`src/rtl/mult_pkg.sv`:
```
// Shared definitions for the sequential multiplier: controller state encoding and default width.
package mult_pkg;

    localparam int MULT_N = 4;

    typedef enum logic [1:0] {
        ST_IDLE = 2'd0,
        ST_RUN  = 2'd1,
        ST_DONE = 2'd2
    } state_t;

endpackage

```
`src/rtl/Full_Adder.sv`:
```
// One-bit full adder cell used to build the ripple chain of the add/shift row.
module Full_Adder (
    input  logic a,
    input  logic b,
    input  logic cin,
    output logic sum,
    output logic cout
);

    assign sum  = a ^ b ^ cin;
    assign cout = (a & b) | (a & cin) | (b & cin);

endmodule

```
`src/rtl/shift_add_row.sv`:
```
// Combinational add/shift row: conditionally adds M into A (when Q[0] is set),
// then shifts the (2N+1)-bit {sum, Q} right by one.
module shift_add_row #(
    parameter int N = 4
) (
    input  logic [N:0]   A,
    input  logic [N-1:0] Q,
    input  logic [N-1:0] M,
    output logic [N:0]   nextA,
    output logic [N-1:0] nextQ
);

    logic [N-1:0] addend;
    logic [N:0]   carry;
    logic [N:0]   sum;

    assign addend   = M & {N{Q[0]}};
    assign carry[0] = 1'b0;

    for (genvar i = 0; i < N; i++) begin : gRipple
        Full_Adder uFa (
            .a   (A[i]),
            .b   (addend[i]),
            .cin (carry[i]),
            .sum (sum[i]),
            .cout(carry[i+1])
        );
    end

    // Top bit only absorbs the ripple carry; the addend has no bit N.
    assign sum[N] = A[N] ^ carry[N];

    assign nextA = {1'b0, sum[N:1]};
    assign nextQ = {sum[0], Q[N-1:1]};

endmodule

```
`src/rtl/seq_multiplier_ctrl.sv`:
```
// Sequential shift-and-add multiplier: one add/shift row reused for N cycles,
// with a start/busy/done handshake and a registered 2N-bit product.
module seq_multiplier_ctrl
    import mult_pkg::*;
#(
    parameter int N = MULT_N
) (
    input  logic           clk,
    input  logic           reset,
    input  logic           start,
    input  logic [N-1:0]   inputM,
    input  logic [N-1:0]   inputQ,
    output logic           busy,
    output logic           done,
    output logic [2*N-1:0] product
);

    localparam int CW = $clog2(N + 1);
    localparam logic [CW-1:0] LAST_STEP = CW'(N - 1);

    state_t        state;
    logic [N:0]    regA;
    logic [N-1:0]  regQ;
    logic [N-1:0]  regM;
    logic [CW-1:0] count;
    logic [N:0]    nextA;
    logic [N-1:0]  nextQ;

    shift_add_row #(.N(N)) uRow (
        .A    (regA),
        .Q    (regQ),
        .M    (regM),
        .nextA(nextA),
        .nextQ(nextQ)
    );

    always_ff @(posedge clk) begin
        if (reset) begin
            state   <= ST_IDLE;
            busy    <= 1'b0;
            done    <= 1'b0;
            product <= '0;
            regA    <= '0;
            regQ    <= '0;
            regM    <= '0;
            count   <= '0;
        end else begin
            case (state)
                ST_IDLE, ST_DONE: begin
                    done <= 1'b0;
                    if (start) begin
                        regM  <= inputM;
                        regQ  <= inputQ;
                        regA  <= '0;
                        count <= '0;
                        busy  <= 1'b1;
                        state <= ST_RUN;
                    end else begin
                        state <= ST_IDLE;
                    end
                end
                ST_RUN: begin
                    regA  <= nextA;
                    regQ  <= nextQ;
                    count <= count + 1'b1;
                    // Product is taken from the row outputs so the final step lands in the same edge.
                    if (count == LAST_STEP) begin
                        product <= {nextA[N-1:0], nextQ};
                        busy    <= 1'b0;
                        done    <= 1'b1;
                        state   <= ST_DONE;
                    end
                end
                default: begin
                    busy  <= 1'b0;
                    done  <= 1'b0;
                    state <= ST_IDLE;
                end
            endcase
        end
    end

endmodule

```
`config.mk`:
```
export PLATFORM = sky130hd
export DESIGN_NAME = seq_multiplier_ctrl
export DESIGN_NICKNAME = d
export VERILOG_FILES = /design/src/rtl/mult_pkg.sv /design/src/rtl/Full_Adder.sv /design/src/rtl/shift_add_row.sv /design/src/rtl/seq_multiplier_ctrl.sv
export SDC_FILE = /design/constraint.sdc
export NUM_CORES = 1
export LEC_CHECK = 0
export CAP_MARGIN = 30
export CORE_MARGIN = 3
export CORE_UTILIZATION = 25
export DETAILED_ROUTE_END_ITERATION = 7
export PLACE_DENSITY_LB_ADDON = 0.12
export SLEW_MARGIN = 20
export SYNTH_ARGS = -nofsm -noshare
export SYNTH_HDL_FRONTEND = slang
export SYNTH_HIERARCHICAL = 1
export SYNTH_SLANG_ARGS = --single-unit
```
`constraint.sdc`:
```
create_clock -name clk -period 3.9 [get_ports clk]
set_clock_uncertainty 0.2 [all_clocks]
set_input_delay 0.975 -clock clk [delete_from_list [all_inputs] [get_ports clk]]
set_output_delay 0.975 -clock clk [all_outputs]
set_load 0.05 [all_outputs]
```
==> metrics <==
status finished, final reports clean; total of warnings raised by yosys 6; Worst setup SP type flop; reg2reg start regQ[0]; Top delay family on crit path adder cells; flops & latches, synth 28; DRT Pass-1 Iters 4; peak supply drop 121.7 µV; number of setup buffers added after CTS 0; Clock Tree Buf Depth 2; WP buf/inv 0; Post-CTS Hold Fix Bufs 0; post-layout min period 2.810 ns; Diodes inserted 0; Via density 4.404; CTS clk-pin slew, worst paths 0.10 ns; largest net degree at the start of global routing 20; nets 174; reg-to-reg endpoint product[7]; drt wl/cell 12.22 µm; Area growth, synth to finish 21.00%; CP endpoint kind flop; Switching Fraction 0.2460; die height 76.92 µm; Power Dens Cells 360.1 nW/µm²; Total GRT Usage 0.1015; worst-margin pin slew 0.8355 ns; P_int 0.4132 mW; number of routed nets with antenna violations 0; FF-to-FF setup slack 1.09 ns; RSZ-0062 raised after global routing no; CTS tree done; drt total wl 2724 µm; Die W 76.92 µm; worst hold-check path type flop to flop; Min-Delay Endpoint product[2]; Slew Viols, Final 0; logic gate share of total power 0.117; starting density of the core 0.2627; clock share of power 0.327; endpoints failing setup 0; most frequent cells in the layout nand2_1, dfxtp_1, a21oi_1, clkdlybuf4s50_1, nand3_1; endpoints failing hold 0; share of cells above drive strength 1 0.06410; Sequential Power Share 0.556; Post-route DRC 0; max cap viols 0; hold wc startpoint product[2]; fill count 498; Hold WS 0.2586 ns; NetSw 0.1348 mW; Setup CP Type flop to flop; worst-path maximum fanout 5; hpwl dp 1946 µm; Critical Path Max Stage Delay 0.41 ns; leading area contributor after synthesis dfxtp_1; mean area per synthesized cell 8.732 µm²; slew margin rel. 0.4430; crit path cell chain and2_1 > fa_1 > fa_1 > fa_1 > fa_1 > xor2_1 > nand3_1 > a21oi_1; top-area cell type share of the netlist area 0.4458; most common cell after layout, fill and taps aside nand2_1; clk sink count 28; Worst EP required 3.90 ns; H-tree levels 1; LEAKAGE 0.5314 nW; Seq/Total Area, Yosys 0.4458; DR vias 982; Tcrit/Tclk final 0.7204; Final Util 0.3179; Core Box Area 4786 µm²; Root Driver clkbuf_8; remaining global-route overflow 0; Netlist Area Pre-Place 1257 µm²; Cells after Synth 144; die area 5917 µm²; Worst path slowest cell fa_1; number of I/O pins 21; first-pass GRT wire length 4809 µm; Yosys cell types 25; hold path depth 2; starting DRC count in detailed routing 75; Setup TNS Final 0 ns; initial antenna violation count 0; crit path DAT 2.81 ns; CTS resizes 0; Synth area leaders dfxtp_1, nand2_1, a21oi_1; R2R cell count 8; dominant cell type by count on the critical path fa_1; PortBufs 20; vias in the first global route 1020; FP Rows 25; Final GP Congestion 0.6973; fmax 355.9 MHz; Clock Latency Late Sink 0.27 ns; Num CTS Buffers 3
## flip-flops by register name, summed over array words and instances (netlist names)
name	cells
product	8
regA	5
regM	4
regQ	4
count	3
state	2
busy	1
done	1
## power by group through the flow
stage          Clock (mW)  Combinational, mW  Sequential, mW
2_1_floorplan           0             0.0507           0.311
3_3_place_gp            0             0.0629           0.311
3_5_place_dp            0             0.0650           0.311
4_1_cts             0.187             0.0652           0.305
5_1_grt             0.198             0.0723           0.306
6_report            0.179             0.0643           0.304
## metrics by stage
step / total power [mW] / worst slack [ns] / area, µm² / instances
floorplan: 0.3622 / 1.263 / 1261 / 145
global placement: 0.3738 / 1.147 / 1451 / 218
detailed placement: 0.3763 / 1.095 / 1466 / 219
CTS: 0.5563 / 1.067 / 1521 / 223
global route: 0.5766 / 0.9198 / 1521 / 223
finish: 0.5479 / 1.090 / 1521 / 223
## worst reg2reg max path: stages, from the launching register on
cell	delay (ns)
dfxtp_1	0.35
and2_1	0.16
fa_1	0.40
fa_1	0.40
fa_1	0.41
fa_1	0.39
xor2_1	0.20
nand3_1	0.10
a21oi_1	0.14
## metal layers
metal  global-route usage  vias up  share of wire
met3              0.01995        4          0.023
met5                    0        -              0
met1               0.1289      468           0.49
met2               0.1664       13           0.47
li1                     -      497              -
met4              0.04348        0          0.017
## how the worst max path moves through the flow
stage / startpoint / cells after the start / slack [ns] / to
after floorplan: regQ[0] / 8 / 1.26 / product[7]
after global placement: regQ[0] / 8 / 1.15 / product[7]
after detailed placement: regQ[0] / 8 / 1.09 / product[7]
after CTS: regQ[0] / 8 / 1.07 / product[7]
after global routing: regQ[0] / 8 / 0.92 / product[7]
final: regQ[0] / 8 / 1.09 / product[7]
## synth_stat cells (all sizes together)
cell type  count
a21oi         21
a311oi         4
and2           4
and2b          1
buf           12
clkbuf         2
conb           1
dfxtp         28
fa             4
ha             2
inv            1
nand2         30
nand2b         4
nand3         16
nand3b         1
nor2           7
nor2b          1
nor3           1
nor3b          1
o21a           1
o21ai          1
xor2           1
## kinds of logic after synthesis
group | count (synthesis) | share of synthesized area
adder cells (fa/ha/maj) | 6 | 0.08358
AND/OR/NAND/NOR | 66 | 0.2418
other | 1 | 0.002982
buffers and inverters | 15 | 0.07760
XOR/XNOR | 1 | 0.006966
AO/OA/AOI/OAI | 27 | 0.1413
flip-flops | 28 | 0.4458
## cell type report
class                   count  area, µm²  area share
flip-flops and latches     28      560.5      0.3684
clock buffers               4      55.05     0.03618
repair buffers             21      215.2      0.1414
multi-input cells         102      603.1      0.3964
well taps                  67      83.83     0.05510
inverters                   1      3.754    0.002467
Power figures use the tool's default switching activity.
==> variant 1 (config.mk and constraints unchanged) <==
`MULT_N`: 4 -> 2.
--- a/src/rtl/mult_pkg.sv
+++ b/src/rtl/mult_pkg.sv
@@ -3,3 +3,3 @@
 
-    localparam int MULT_N = 4;
+    localparam int MULT_N = 2;
 
Ports: changed (resized inputM, inputQ and product); port bits go from 21 to 13. The function was not compared with the original's and may differ.
==> variant 1 against the original RTL <==
Wire length down 49%; combinational power down 19%; sequential cell count down 11; design area down 42%; first-iteration DRC count down 80%; total power down 39%; die area down 38%; cell count down 45%; worst setup slack better by 180 ps; count of clock-buffer cells in the layout unchanged; maximum frequency up 6.7%; global-route usage down 1.1 points; area after synthesis down 41%.
==> variant 1: results (changes against the original RTL) <==
Synthesis:
- The async set or reset register ratio after synthesis was 0% (unchanged).
- The distinct cell type count of the synthesized netlist came to 26 (+4.0%).
- Counting instances in the post-synthesis netlist gives the leading cell types as dfxtp_1, a21oi_1, nand2_1, nand3_1, nor2_1.
- The portion of the post-synthesis area used by sequential elements came to 45.8% (+1.2 points).
- By area the synthesized netlist is led by dfxtp_1, a21oi_1, fa_1.
- The number of warnings reported in the yosys synthesis log was 6 (unchanged).

GRT:
- The via count of the first global-routing pass is 582 (-43%).
- The total routing resource utilization after global routing was 9.08% (-1.1 points).
- The pin count of the biggest net entering global routing is 18 (-10%).
- The wire length of the first global-routing pass is 2460 um (-49%).

Detailed routing:
- The DRC marker count from the first detailed-route iteration is 15 (-80%).
- The first-pass iteration count of the detailed router is 3 (-1).
- The average wire per standard cell was 11.3 um (-7.7%).
- The via-per-instance ratio is 4.47 (+1.5%).

Final layout:
- The final antenna diode count was 0 (unchanged).
- The final layout net count was 103 (-41%).
- The largest registers in the layout are product: 4 flops, regA: 3 flops.
- The fraction of final layout cells sized beyond drive strength 1 came to 3.26% (-3.1 points).

Place:
- The count of buffers from port buffering was 12 (-40%).
- The placer congestion estimate is 0.675 (-3.2%).
- The detailed placer's ending HPWL is 999 um (-49%).

Power:
- The worst vdd rail ir drop is 99.4 uV (-18%).
- The total leakage power came to 0.332 nW (-37%).

Worst setup path:
- The endpoint arrival time on the critical path is 1460 ps (-1350 ps).
- The largest fanout on the critical path is 3 (-2).
- The slowest stage cell on the critical path is clkdlybuf4s50_1.
- The largest incremental delay on the critical path was 820 ps (+410 ps).
- The cell family with the largest share of critical-path delay is buffers and inverters.

Clocking:
- The later pin in the worst-skew pair is clocked with a latency of approximately 280 ps.
- The depth of the CTS H-tree is 1 (unchanged).
- The maximum clock insertion buffer count is 2 (unchanged).
- The buffer cell driving the clock tree root is clkbuf_4.
- The CTS clock-pin slew for the worst setup and hold paths is 100 ps (about the same).

STA:
- The worst slew margin relative to its limit is 57.3% (+13 points).

Min path:
- The tightest min-delay check is of the reg -> reg type.

Run status:
- The flow ran to the end, and the final reports show no timing, DRC or antenna violations.
## variant 1: cell types whose count changed in the layout (fill, tap and decap cells not counted), moves of 3 or more
cell             delta
a21oi_1            -12
clkdlybuf4s50_1     -8
nand3_1             -8
clkbuf_8            -4
dfxtp_1            -11
mux2i_1             +4
nand2_1            -22
a311oi_2            -4
clkbuf_4            +3
## variant 1: cells by family (layout without fill, tap and decap cells)
logic type	after synthesis	in the layout	share of synthesized area (%)
AO/OA/AOI/OAI	14	14	10.9
XOR/XNOR	1	1	1.18
adder cells (fa/ha/maj)	3	3	7.07
buffers and inverters	9	17	6.90
flip-flops	17	17	45.8
multiplexers	4	4	5.39
other	1	2	0.505
AND/OR/NAND/NOR	34	34	22.2
## variant 1: area by class of cell
| type | count | area (sq um) |
|---|---|---|
| Sequential cell | 17 | 340 |
| Multi-Input combinational cell | 58 | 355 |
| Timing Repair Buffer | 12 | 120 |
| Inverter | 1 | 3.75 |
| Fill cell | 302 | 1920 |
| Clock buffer | 4 | 26.3 |
| Tap cell | 31 | 38.8 |
## variant 1: final timing paths
path	from	end	slack, ps	depth (start not counted)
min reg2reg	product[1]$_SDFFE_PP0P_	product[1]$_SDFFE_PP0P_	260	2
max reg2reg	regM[0]$_SDFFE_PP0P_	product[3]$_SDFFE_PP0P_	1880	6
min	product[1]$_SDFFE_PP0P_	product[1]$_SDFFE_PP0P_	260	2
max	busy$_SDFFE_PP0P_	busy	1270	1
## variant 1: stage by stage
step	cells	setup WS, ps	area, sq um	hold slack, ps
finish	123	1270	885	258
CTS	123	1240	885	260
floorplan	84	2030	747	255
detailed placement	119	1380	858	246
global route	123	1240	885	292
global placement	119	1430	858	244
## variant 1: metal layers
layer / global-route usage, % / up-vias / share of wire, %
li1: - / 294 / -
met1: 10.9 / 245 / 49
met2: 14.8 / 9 / 47
met3: 2.55 / 2 / 2.9
met4: 4.64 / 0 / 1.4
met5: 0 / - / 0
## variant 1: tightest hold or removal path, cell delays in order (launching register included)
cell and delay (ps):
dfxtp_1 320, nand2_1 50, a21oi_1 50
## variant 1: power by group
group | switching [W] | leakage, nW | total [W] | internal [W]
logic | 0.0000300 | 0.178 | 0.0000521 | 0.0000220
registers | 0.00000608 | 0.139 | 0.000189 | 0.000182
clock network | 0.0000525 | 0.0150 | 0.0000921 | 0.0000396
==> variant 2 (same flow settings) <==
Without the edit above. Register the inputs `start`, `inputM` and `inputQ` before use. The logic sees them one clock later. Comments in the files are not updated.
--- a/src/rtl/seq_multiplier_ctrl.sv
+++ b/src/rtl/seq_multiplier_ctrl.sv
@@ -19,2 +19,12 @@
     localparam logic [CW-1:0] LAST_STEP = CW'(N - 1);
+
+    logic start_q;
+    logic [N-1:0] inputM_q;
+    logic [N-1:0] inputQ_q;
+
+    always_ff @(posedge clk) begin
+        start_q  <= start;
+        inputM_q <= inputM;
+        inputQ_q <= inputQ;
+    end
 
@@ -50,5 +60,5 @@
                     done <= 1'b0;
-                    if (start) begin
-                        regM  <= inputM;
-                        regQ  <= inputQ;
+                    if (start_q) begin
+                        regM  <= inputM_q;
+                        regQ  <= inputQ_q;
                         regA  <= '0;
Function: changed (a bounded check fails within 4 cycles, from zero or initial values and one cycle with reset high).
==> variant 2 against the original RTL <==
Design area grew 14%; total power grew 33%; wire length shrank 1.9%; sequential cell count grew 9; worst setup slack gained 45 ps; sequential power grew 33%; cell count grew 6.7%; clock power grew 47%; area after synthesis grew 14%; highest routed layer unchanged.
==> variant 2: results (changes against the original RTL) <==
Run status:
- The flow ran to the end, and the final reports show no timing, DRC or antenna violations.

Worst setup path:
- The register-to-register path setup slack was 1140 ps (+50 ps).
- The endpoint arrival time on the critical path was 2780 ps (-30 ps).

Synthesis:
- The compound-cell area share of the yosys netlist is 12.4% (-1.8 points).
- Yosys attributes the largest share of cell area to dfxtp_1, nand2_1, a21oi_1.
- The post-synthesis share of cell area spent on xor and xnor gates is 0.609% (-0.087 points).
- The distinct cell type count of the synthesized netlist is 24 (-4.0%).
- The arithmetic-cell share of the synthesized area counting full adders, half adders and majority gates is 7.31% (-1.0 points).
- The portion of the post-synthesis area used by sequential elements is 51.5% (+6.9 points).

Detailed routing:
- The DRC marker count from the first detailed-route iteration is 65 (-13%).
- The detailed-route wire length on metal 1 is 1370 um (+2.0%).
- The overall routed net length is 2670 um (-1.9%).
- The amount of wire on met3 after detailed routing is 138 um (+120%).

Clocking:
- The CTS buffer count was 5 (+2).
- The CTS clock-pin slew for the worst setup and hold paths is 70 ps (-30 ps).

Final layout:
- The layout sequential cell count is 37 (+32%).
- The filler cell count is 566 (+14%).
- The final layout net count came to 185 (+6.3%).
- The non-clock buffer share of cell area is 12.4% (-1.8 points).
- The fraction of final layout cells sized beyond drive strength 1 is 7.14% (+0.73 points).
- The multi-input gate share of the layout cell area came to 34.7% (-4.9 points).
- The sequential cell area is 741 sq um (+32%).

Min path:
- The worst hold endpoint is regM[3]$_SDFFE_PP0P_.

GRT:
- The wire length of the first global-routing pass is 4460 um (-7.2%).
- The met3 routing resource usage after global routing came to 3.07% (+1.1 points).
- The fraction of met2 tracks used by global routing is 12.8% (-3.8 points).
- The via count of the first global-routing pass is 936 (-8.2%).
- The global-route track usage on met1 is 11.8% (-1.1 points).

Place:
- The detailed placer's ending HPWL is 1970 um (+1.1%).
- The placer congestion estimate is 0.779 (+12%).

STA:
- The worst hold slack came to 239 ps (-19.7 ps).

Power:
- The total leakage power was 0.623 nW (+17%).
-- variant 2: cell count changes after synthesis, sizes merged --
cell / change
dfxtp: +9
buf: -1
clkbuf: +1
-- variant 2: power by group --
part,leakage (nW),total (W),internal [W],switching (W)
sequential,0.304,0.000403,0.000394,0.00000924
combinational,0.275,0.0000628,0.0000261,0.0000367
clock,0.0443,0.000264,0.000140,0.000124
-- variant 2: metrics by stage --
step / utilization, % / instances / setup slack [ps] / area, sq um
after global routing: 32.6 / 238 / 987 / 1740
after global placement: 30.7 / 230 / 1150 / 1640
after floorplan: - / 154 / 1260 / 1440
after detailed placement: 30.9 / 231 / 1140 / 1650
final: 32.6 / 238 / 1140 / 1740
after CTS: 32.6 / 238 / 1110 / 1740
-- variant 2: critical path: stages, from the launching register on --
cell and delay, ps:
dfxtp_1 330, and2_1 150, fa_1 420, fa_1 400
fa_1 390, fa_1 390, xor2_1 210, nand3_1 100
a21oi_1 130
